[src/rtl/sll_alu_arbiter_pkg.sv]
// Shared types and constants for the sll_ALU arbiter: FSM state encoding,
// default datapath width and settle-count normalisation.
package sll_alu_arbiter_pkg;

    localparam int DATA_W_DEF = 32;

    typedef enum logic [1:0] {
        ST_IDLE  = 2'd0,
        ST_ISSUE = 2'd1,
        ST_RESP  = 2'd2
    } state_t;

    // A settle time of zero would skip the ISSUE hold entirely; clamp to one cycle.
    function automatic int settle_eff(input int settle_cyc);
        return (settle_cyc < 1) ? 1 : settle_cyc;
    endfunction

endpackage

[src/rtl/alu_rr_arb2.sv]
// Combinational two-way round-robin grant: a lone requester always wins,
// contention is resolved in favour of the requester named by ptr_i.
module alu_rr_arb2 (
    input  logic       valid0_i,
    input  logic       valid1_i,
    input  logic       ptr_i,
    output logic [1:0] gnt_o
);

    always_comb begin
        gnt_o = 2'b00;
        if (valid0_i && (!valid1_i || !ptr_i)) begin
            gnt_o[0] = 1'b1;
        end else if (valid1_i) begin
            gnt_o[1] = 1'b1;
        end
    end

endmodule

[src/rtl/sll_ALU.sv]
// Combinational shift-left-logical ALU: s = a << b[log2(W)-1:0], with carry
// (last bit shifted out), overflow (any set bit shifted out) and a==b flag.
module sll_ALU #(
    parameter int DATA_W = 32
) (
    input  logic [DATA_W-1:0] a,
    input  logic [DATA_W-1:0] b,
    output logic [DATA_W-1:0] s,
    output logic              of,
    output logic              cary,
    output logic              eq
);

    localparam int SH_W = $clog2(DATA_W);

    logic [2*DATA_W-1:0] wide;

    // Shifting into a double-width word keeps every bit that falls off the top.
    assign wide = {{DATA_W{1'b0}}, a} << b[SH_W-1:0];
    assign s    = wide[DATA_W-1:0];
    assign cary = wide[DATA_W];
    assign of   = |wide[2*DATA_W-1:DATA_W];
    assign eq   = (a == b);

endmodule

[src/rtl/sll_alu_arbiter.sv]
// Shares one sll_ALU between two requesters: round-robin accept, operand
// capture, programmable settle hold, and a registered tagged response.
module sll_alu_arbiter
    import sll_alu_arbiter_pkg::*;
#(
    parameter int DATA_W     = DATA_W_DEF,
    parameter int SETTLE_CYC = 1
) (
    input  logic              clk,
    input  logic              rst,
    input  logic              req0_valid,
    input  logic [DATA_W-1:0] req0_a,
    input  logic [DATA_W-1:0] req0_b,
    output logic              req0_ready,
    input  logic              req1_valid,
    input  logic [DATA_W-1:0] req1_a,
    input  logic [DATA_W-1:0] req1_b,
    output logic              req1_ready,
    output logic              rsp_valid,
    input  logic              rsp_ready,
    output logic              rsp_id,
    output logic [DATA_W-1:0] rsp_s,
    output logic              rsp_of,
    output logic              rsp_cary,
    output logic              rsp_eq,
    output logic              busy
);

    localparam int               SETTLE_EFF = settle_eff(SETTLE_CYC);
    localparam int               CNT_W      = $clog2(SETTLE_EFF + 1);
    localparam logic [CNT_W-1:0] CNT_LAST   = CNT_W'(SETTLE_EFF - 1);

    state_t              state_q, state_d;
    logic                rr_ptr_q, rr_ptr_d;
    logic [CNT_W-1:0]    cnt_q, cnt_d;
    logic [DATA_W-1:0]   op_a_q, op_a_d;
    logic [DATA_W-1:0]   op_b_q, op_b_d;
    logic                op_id_q, op_id_d;
    logic                rsp_valid_q, rsp_valid_d;
    logic                rsp_id_q, rsp_id_d;
    logic [DATA_W-1:0]   rsp_s_q, rsp_s_d;
    logic                rsp_of_q, rsp_of_d;
    logic                rsp_cary_q, rsp_cary_d;
    logic                rsp_eq_q, rsp_eq_d;

    logic [1:0]          gnt;
    logic [DATA_W-1:0]   alu_s;
    logic                alu_of;
    logic                alu_cary;
    logic                alu_eq;

    alu_rr_arb2 u_arb (
        .valid0_i (req0_valid),
        .valid1_i (req1_valid),
        .ptr_i    (rr_ptr_q),
        .gnt_o    (gnt)
    );

    // The ALU only ever sees the captured operands, so requesters may change
    // their buses freely once accepted.
    sll_ALU #(
        .DATA_W (DATA_W)
    ) u_alu (
        .a    (op_a_q),
        .b    (op_b_q),
        .s    (alu_s),
        .of   (alu_of),
        .cary (alu_cary),
        .eq   (alu_eq)
    );

    always_ff @(posedge clk or posedge rst) begin
        if (rst) begin
            state_q     <= ST_IDLE;
            rr_ptr_q    <= 1'b0;
            cnt_q       <= '0;
            op_a_q      <= '0;
            op_b_q      <= '0;
            op_id_q     <= 1'b0;
            rsp_valid_q <= 1'b0;
            rsp_id_q    <= 1'b0;
            rsp_s_q     <= '0;
            rsp_of_q    <= 1'b0;
            rsp_cary_q  <= 1'b0;
            rsp_eq_q    <= 1'b0;
        end else begin
            state_q     <= state_d;
            rr_ptr_q    <= rr_ptr_d;
            cnt_q       <= cnt_d;
            op_a_q      <= op_a_d;
            op_b_q      <= op_b_d;
            op_id_q     <= op_id_d;
            rsp_valid_q <= rsp_valid_d;
            rsp_id_q    <= rsp_id_d;
            rsp_s_q     <= rsp_s_d;
            rsp_of_q    <= rsp_of_d;
            rsp_cary_q  <= rsp_cary_d;
            rsp_eq_q    <= rsp_eq_d;
        end
    end

    always_comb begin
        state_d     = state_q;
        rr_ptr_d    = rr_ptr_q;
        cnt_d       = cnt_q;
        op_a_d      = op_a_q;
        op_b_d      = op_b_q;
        op_id_d     = op_id_q;
        rsp_valid_d = rsp_valid_q;
        rsp_id_d    = rsp_id_q;
        rsp_s_d     = rsp_s_q;
        rsp_of_d    = rsp_of_q;
        rsp_cary_d  = rsp_cary_q;
        rsp_eq_d    = rsp_eq_q;
        req0_ready  = 1'b0;
        req1_ready  = 1'b0;

        case (state_q)
            ST_IDLE: begin
                req0_ready = gnt[0];
                req1_ready = gnt[1];
                if (gnt[0]) begin
                    op_a_d  = req0_a;
                    op_b_d  = req0_b;
                    op_id_d = 1'b0;
                    cnt_d   = '0;
                    state_d = ST_ISSUE;
                end else if (gnt[1]) begin
                    op_a_d  = req1_a;
                    op_b_d  = req1_b;
                    op_id_d = 1'b1;
                    cnt_d   = '0;
                    state_d = ST_ISSUE;
                end
            end
            ST_ISSUE: begin
                if (cnt_q == CNT_LAST) begin
                    rsp_valid_d = 1'b1;
                    rsp_id_d    = op_id_q;
                    rsp_s_d     = alu_s;
                    rsp_of_d    = alu_of;
                    rsp_cary_d  = alu_cary;
                    rsp_eq_d    = alu_eq;
                    state_d     = ST_RESP;
                end else begin
                    cnt_d = cnt_q + 1'b1;
                end
            end
            ST_RESP: begin
                // Fairness pointer moves only on completion, to the other requester.
                if (rsp_valid_q && rsp_ready) begin
                    rsp_valid_d = 1'b0;
                    rr_ptr_d    = ~rsp_id_q;
                    state_d     = ST_IDLE;
                end
            end
            default: begin
                state_d = ST_IDLE;
            end
        endcase
    end

    assign rsp_valid = rsp_valid_q;
    assign rsp_id    = rsp_id_q;
    assign rsp_s     = rsp_s_q;
    assign rsp_of    = rsp_of_q;
    assign rsp_cary  = rsp_cary_q;
    assign rsp_eq    = rsp_eq_q;
    assign busy      = (state_q != ST_IDLE);

endmodule
[config.mk]
export PLATFORM = sky130hd
export DESIGN_NAME = sll_alu_arbiter
export DESIGN_NICKNAME = d
export VERILOG_FILES = /design/src/rtl/sll_alu_arbiter_pkg.sv /design/src/rtl/alu_rr_arb2.sv /design/src/rtl/sll_ALU.sv /design/src/rtl/sll_alu_arbiter.sv
export SDC_FILE = /design/constraint.sdc
export NUM_CORES = 1
export LEC_CHECK = 0
export CORE_UTILIZATION = 50
export CTS_CLUSTER_SIZE = 24
export DETAILED_ROUTE_END_ITERATION = 8
export GPL_TIMING_DRIVEN = 1
export PLACE_DENSITY = 0.89
export SLEW_MARGIN = 20
export SYNTH_ARGS = -nofsm -noshare
export SYNTH_HDL_FRONTEND = slang
export SYNTH_HIERARCHICAL = 1
export SYNTH_SLANG_ARGS = --single-unit
[constraint.sdc]
create_clock -name clk -period 5.91 [get_ports clk]
set_input_delay 1.773 -clock clk [delete_from_list [all_inputs] [get_ports clk]]
set_output_delay 1.773 -clock clk [all_outputs]
set_load 0.01 [all_outputs]
==> impl_metrics.py, run 1 <==
metrics = {
    "synthesis": {
        "synth_cells": 555,
        "syn_area_per_cell_um2": 12.99,
        "ys_seq_elements": 105,
        "synthSimpleGateAreaFrac": 0.05190,
        "synth.mux.area_fraction": 0.4447,
        "yosysTopAreaCellShare": 0.3645,
        "async_flop_share": 1.000,
        "synth-compound-area-share": 0.04635,
        "yosysWarnings": 6,
        "synthesis.area_mm2": 0.007208,
        "synthDistinctLibCells": 51,
        "synthesis.nets": 689,
        "synth_area_leaders": "dfrtp_1 (36%), mux2_2 (21%), mux2_4 (10%), mux4_2 (6.2%), mux2i_1 (3.7%)",
        "synthAdderAreaFrac": 0.001736,
        "seq_area_frac_synth": 0.3645,
        "synth_edf_count": 0,
        "synth_top_family_by_area": "multiplexers",
        "dominantRegCellSynth": "dfrtp_1",
        "synth_area_leader_cell": "dfrtp_1",
        "synth_xor_area_frac": 0.03767,
    },
    "cells_and_area": {
        "final_common_cell": "clkdlybuf4s50_1",
        "final_cell_mix": "clkdlybuf4s50_1 (172), mux2_2 (137), dfrtp_1 (104)",
        "nNetsFinal": 840,
        "areaGrowthSynthToFinish_pct": 27.43,
        "drive_gt1_frac": 0.3418,
        "n_antenna_cell": 0,
    },
    "power_and_ir_drop": {
        "p_comb_frac": 0.603,
        "vdd.ir_drop.worst_v": 0.0002171,
        "p_sw_w": 0.002164,
        "p_per_area_mw_per_mm2": 582.9,
        "internal-power_w": 0.003191,
        "switching_share": 0.4041,
        "p_leak_nw": 3.802,
        "power_frac_seq": 0.289,
        "clkPwrFrac": 0.108,
    },
    "clocking": {
        "cts-resized-gates": 0,
        "cts_max_level": 3,
        "cts.sinks": 105,
        "cts_setup_buffers": 0,
        "clockBufferDepth": 2,
        "cts-root-buf": "clkbuf_16",
        "ctsHoldBuffers": 0,
        "cts_made_buffers": 9,
        "cts_tree": "built",
        "clock_latency_ns": 0.36,
        "clk_pin_slew_worst_paths_ns": 0.06,
    },
    "sta": {
        "period_needed_ns": 5.089,
        "period_share": 0.8611,
        "skew_ns": 0.008008,
        "worst_slew_pin_slew_ns": 0.9838,
        "final_hold_viol_count": 0,
        "layout_setup_ws_ns": 0.8208,
        "tns_ns": 0,
        "slew_headroom": 0.3441,
        "rsz0062_at_grt": "no",
        "drv_slew": 0,
        "setup_violations": 0,
        "fmax_mhz": 196.5,
    },
    "critical_path": {
        "required_ns": 4.14,
        "path_max_fanout": 3,
        "r2r_start": "op_b_q[0]$_DFFE_PP0P_",
        "path_class": "input port to output port",
        "startpoint": "req1_valid",
        "critical_path_arrival_ns": 3.32,
        "end_kind": "output port",
        "crit_path_start_kind": "input port",
    },
    "place": {
        "gp_congestion": 0.8421,
        "io_buffers": 172,
        "dp_slack_ns": 0.8193,
        "dp_hpwl_mm": 13.46,
    },
    "floorplan": {
        "initial_utilization": 0.5153,
        "die-area_mm2": 0.01490,
        "die_y_um": 122.1,
        "core_mm2": 0.01399,
        "die-width_um": 122.1,
        "rows": 43,
        "io_pins": 173,
    },
    "route": {
        "vias_per_cell": 5.712,
        "ant_nets": 0,
        "drt_iter0_markers": 341,
        "vias": 5089,
        "wl_per_cell_um": 19.56,
        "route.detailed.drc": 0,
        "drt_pass1_iterations": 4,
        "totalWireLength_mm": 17.43,
    },
    "global_routing": {
        "grt_max_degree": 74,
        "track_usage": 0.2526,
        "antenna_found_initial": 0,
        "grt.overflow.total": 0,
        "grt_pass1_wl_mm": 28.13,
        "grt_pass1_vias": 5353,
    },
    "worst_hold_path": {
        "min_path_type": "flop to flop",
        "hp-start": "rsp_s[10]$_DFFE_PP0P_",
    },
    "run": {
        "cap_violations": 0,
    },
    "outcome": {
        "run_status": "completed",
    },
}
metrics by stage:
stage | instances | hold slack [ns] | utilization | power, W | cell area (um2)
4_1_cts | 891 | 0.5089 | 0.6566 | 0.005355 | 9185
3_3_place_gp | 875 | 0.4782 | 0.6360 | 0.004659 | 8896
6_report | 891 | 0.5027 | 0.6566 | 0.005354 | 9185
2_1_floorplan | 555 | 0.4571 | - | 0.003945 | 7208
5_1_grt | 891 | 0.5302 | 0.6566 | 0.005686 | 9185
3_5_place_dp | 875 | 0.4985 | 0.6360 | 0.004756 | 8896
final cells by class:
class	instances	area, um2
clock buffer	11	252.7
sequential	105	2629
clock inverter	5	36.28
inverter	9	36.28
multi-input combinational	402	4219
tap	180	225.2
fill	1064	4803
timing repair buffer	179	1787
worst max-delay path, stage by stage:
cell             delay (ns)
clkdlybuf4s50_1        0.53
a21boi_1               0.31
and2_1                 0.18
clkdlybuf4s50_1        0.53
power by group through the flow:
stage | combinational [W] | clock, W | sequential [W]
final | 0.00323 | 0.000576 | 0.00155
after detailed placement | 0.00320 | 0 | 0.00156
after floorplan | 0.00256 | 0 | 0.00139
after global routing | 0.00346 | 0.000617 | 0.00161
after CTS | 0.00322 | 0.000585 | 0.00155
after global placement | 0.00314 | 0 | 0.00152
cell usage after synthesis (5+ instances only):
| cell | instances |
|---|---|
| buf_6 | 6 |
| clkbuf_8 | 6 |
| clkbuf_1 | 6 |
| o22ai_1 | 8 |
| buf_8 | 5 |
| nor4_1 | 7 |
| nand4_1 | 6 |
| dfrtp_1 | 105 |
| a21oi_1 | 13 |
| mux2_2 | 137 |
| xor2_1 | 24 |
| mux2i_1 | 27 |
| inv_1 | 6 |
| mux4_1 | 7 |
| nor2_1 | 28 |
| o21ai_0 | 10 |
| xnor2_1 | 7 |
| mux2_4 | 49 |
| mux4_2 | 20 |
| nand2_1 | 20 |
| buf_2 | 8 |
cells by family (layout without fill, tap and decap cells):
group	count (synthesis)	count (layout)
compound gates	51	51
xor+xnor	31	31
fa+ha+maj	1	1
buf+inv	48	204
flops	105	105
mux	241	241
simple gates	78	78
sequential cells by signal (all words and copies together) (netlist names), 2 cells and up:
signal / count
op_a_q: 32
rsp_s: 32
op_b_q: 32
state_q: 2
metal layers:
metal,part of all wire,up-vias,track usage
li1,-,2372,-
met1,0.43,2494,0.3210
met2,0.50,189,0.4206
met3,0.048,34,0.03979
met4,0.031,0,0.1212
met5,0,-,0
worst paths after layout:
kind / end / slack, ns / depth (start not counted)
hold reg to reg: rsp_s[10]$_DFFE_PP0P_ / 0.50 / 1
setup reg to reg: rsp_of$_DFFE_PP0P_ / 2.44 / 7
hold / removal: rsp_s[10]$_DFFE_PP0P_ / 0.50 / 1
setup / recovery: req1_ready / 0.82 / 4
min in group asynchronous: rr_ptr_q$_DFFE_PP0P_ / 1.95 / 2
max in group asynchronous: op_b_q[5]$_DFFE_PP0P_ / 3.00 / 3
Note: power is estimated with default switching activity, not from simulation.
==> run 2, diff against run 1 <==
--- a/config.mk
+++ b/config.mk
@@ -10,6 +10,7 @@
 export DETAILED_ROUTE_END_ITERATION = 8
 export GPL_TIMING_DRIVEN = 1
 export PLACE_DENSITY = 0.89
+export SETUP_SLACK_MARGIN = 0.05
 export SLEW_MARGIN = 20
 export SYNTH_ARGS = -nofsm -noshare
 export SYNTH_HDL_FRONTEND = slang
==> constraint.sdc (replaced) <==
create_clock -name clk -period 5.4 [get_ports clk]
set_input_delay 1.62 -clock clk [delete_from_list [all_inputs] [get_ports clk]]
set_output_delay 1.62 -clock clk [all_outputs]
set_load 0.01 [all_outputs]
==> run 2 against run 1 <==
  * Core utilization grew 0.18 points
  * Wire length is essentially flat
  * Combinational power grew 9.6%
==> impl_metrics.py, run 2 (same netlist as run 1, synthesis figures left out) <==
metrics = {
    "place": {
        "gp_congestion": 0.8196,
        "dp_hpwl_mm": 13.31,
        "io_buffers": 172,
        "dp.cells": 876,
    },
    "clocking": {
        "cts_made_buffers": 9,
        "clockBufferDepth": 2,
        "cts-root-buf": "clkbuf_16",
        "cts-resized-gates": 0,
        "cts.sinks": 105,
        "cts_max_level": 3,
        "clock_latency_ns": 0.35,
        "ctsHoldBuffers": 0,
        "cts_tree": "built",
        "cts_setup_buffers": 0,
        "clk_pin_slew_worst_paths_ns": 0.07,
    },
    "sta": {
        "fmax_mhz": 209.5,
        "skew_ns": 0.01065,
        "period_needed_ns": 4.772,
        "tns_ns": 0,
        "setup_violations": 0,
        "worst_slew_pin_slew_ns": 0.9843,
        "drv_slew": 0,
        "rsz0062_at_grt": "no",
        "period_share": 0.8837,
        "slew_headroom": 0.3438,
        "final_hold_viol_count": 0,
    },
    "floorplan": {
        "die-width_um": 122.1,
        "die-area_mm2": 0.01490,
        "initial_utilization": 0.5153,
        "io_pins": 173,
        "die_y_um": 122.1,
        "rows": 43,
        "core_mm2": 0.01399,
    },
    "critical_path": {
        "path_class": "input port to output port",
        "slowest_delay_ns": 0.53,
        "crit_path_start_kind": "input port",
        "critical_path_arrival_ns": 3.15,
        "reg2reg_depth": 7,
        "required_ns": 3.78,
        "cpMostUsedCell": "clkdlybuf4s50_1",
        "crit_slowest_cell": "clkdlybuf4s50_1",
        "path_max_fanout": 3,
        "cp_cell_sequence": "clkdlybuf4s50_1 -> a21boi_1 -> and2_1 -> clkdlybuf4s50_1",
        "end_kind": "output port",
    },
    "global_routing": {
        "grt.overflow.total": 0,
        "grt_max_degree": 89,
        "grt_pass1_wl_mm": 28.32,
        "track_usage": 0.2515,
        "antenna_found_initial": 0,
        "grt_pass1_vias": 5369,
    },
    "route": {
        "drt_iter0_markers": 307,
        "route.detailed.drc": 0,
        "drt_pass1_iterations": 4,
        "ant_nets": 0,
        "wl_per_cell_um": 19.56,
        "totalWireLength_mm": 17.44,
        "vias_per_cell": 5.700,
        "vias": 5084,
    },
    "run": {
        "cap_violations": 0,
    },
    "power_and_ir_drop": {
        "p_per_area_mw_per_mm2": 643.4,
        "p_leak_nw": 3.810,
        "vdd.ir_drop.worst_v": 0.0002363,
    },
    "cells_and_area": {
        "final_cell_mix": "clkdlybuf4s50_1 (172), mux2_2 (137), dfrtp_1 (104)",
        "n_antenna_cell": 0,
        "regArea_mm2": 0.002629,
        "final_common_cell": "clkdlybuf4s50_1",
        "areaGrowthSynthToFinish_pct": 27.77,
        "drive_gt1_frac": 0.3427,
        "stdcell_count": 892,
        "nNetsFinal": 841,
        "multi_input_area_mm2": 0.004219,
        "nFillCells": 1068,
    },
    "outcome": {
        "run_status": "completed",
    },
    "worst_hold_path": {
        "hold_depth": 2,
        "min_path_type": "flop to flop",
    },
}
-- run 2: path summary, 6_finish.rpt --
kind / start / end / slack, ns
min: op_id_q$_DFFE_PP0P_ / op_id_q$_DFFE_PP0P_ / 0.51
max: req1_valid / req1_ready / 0.63
max in group asynchronous: rst / op_a_q[31]$_DFFE_PP0P_ / 2.86
min in group asynchronous: rst / op_id_q$_DFFE_PP0P_ / 1.80
min reg2reg: op_id_q$_DFFE_PP0P_ / op_id_q$_DFFE_PP0P_ / 0.51
max reg2reg: op_b_q[0]$_DFFE_PP0P_ / rsp_of$_DFFE_PP0P_ / 1.94
-- run 2: per-stage QoR --
stage                     cell area [um2]  setup slack [ns]  hold slack (ns)  total power, W    util
after floorplan                      7208             1.019           0.4571        0.004318       -
after CTS                            9208            0.6221           0.5140        0.005922  0.6582
after global routing                 9210            0.5376           0.5275        0.006304  0.6584
final                                9210            0.6278           0.5063        0.005926  0.6584
after global placement               8904            0.6250           0.4789        0.005119  0.6365
after detailed placement             8904            0.6220           0.4941        0.005224  0.6365
-- run 2: cell type report --
| type | count | share of cell area |
|---|---|---|
| clock inverters | 6 | 0.007064 |
| repair buffers | 180 | 0.1948 |
| well taps | 180 | 0.02445 |
| inverters | 9 | 0.004211 |
| clock buffers | 10 | 0.02595 |
| multi-input cells | 402 | 0.4581 |
| flip-flops and latches | 105 | 0.2854 |
-- run 2: power by group --
part	leakage (nW)	switching (W)	internal, W
combinational	2.39	0.00155	0.00199
sequential	1.27	0.000550	0.00117
clock	0.149	0.000296	0.000374
-- run 2: worst max-delay path: cells and delay by family --
kind	cells	cell delay (ns)
AOI/OAI and AO/OA	1	0.30
and+or+nand+nor	1	0.18
buffers and inverters	2	1.06
-- run 2: metal layers --
layer | vias up | track usage | routed length, um | share of wire
met5 | - | 0 | 0 | 0
met4 | 0 | 0.08918 | 411 | 0.024
met3 | 26 | 0.03839 | 850 | 0.049
met2 | 190 | 0.4266 | 8836 | 0.51
met1 | 2497 | 0.3261 | 7345 | 0.42
li1 | 2371 | - | - | -
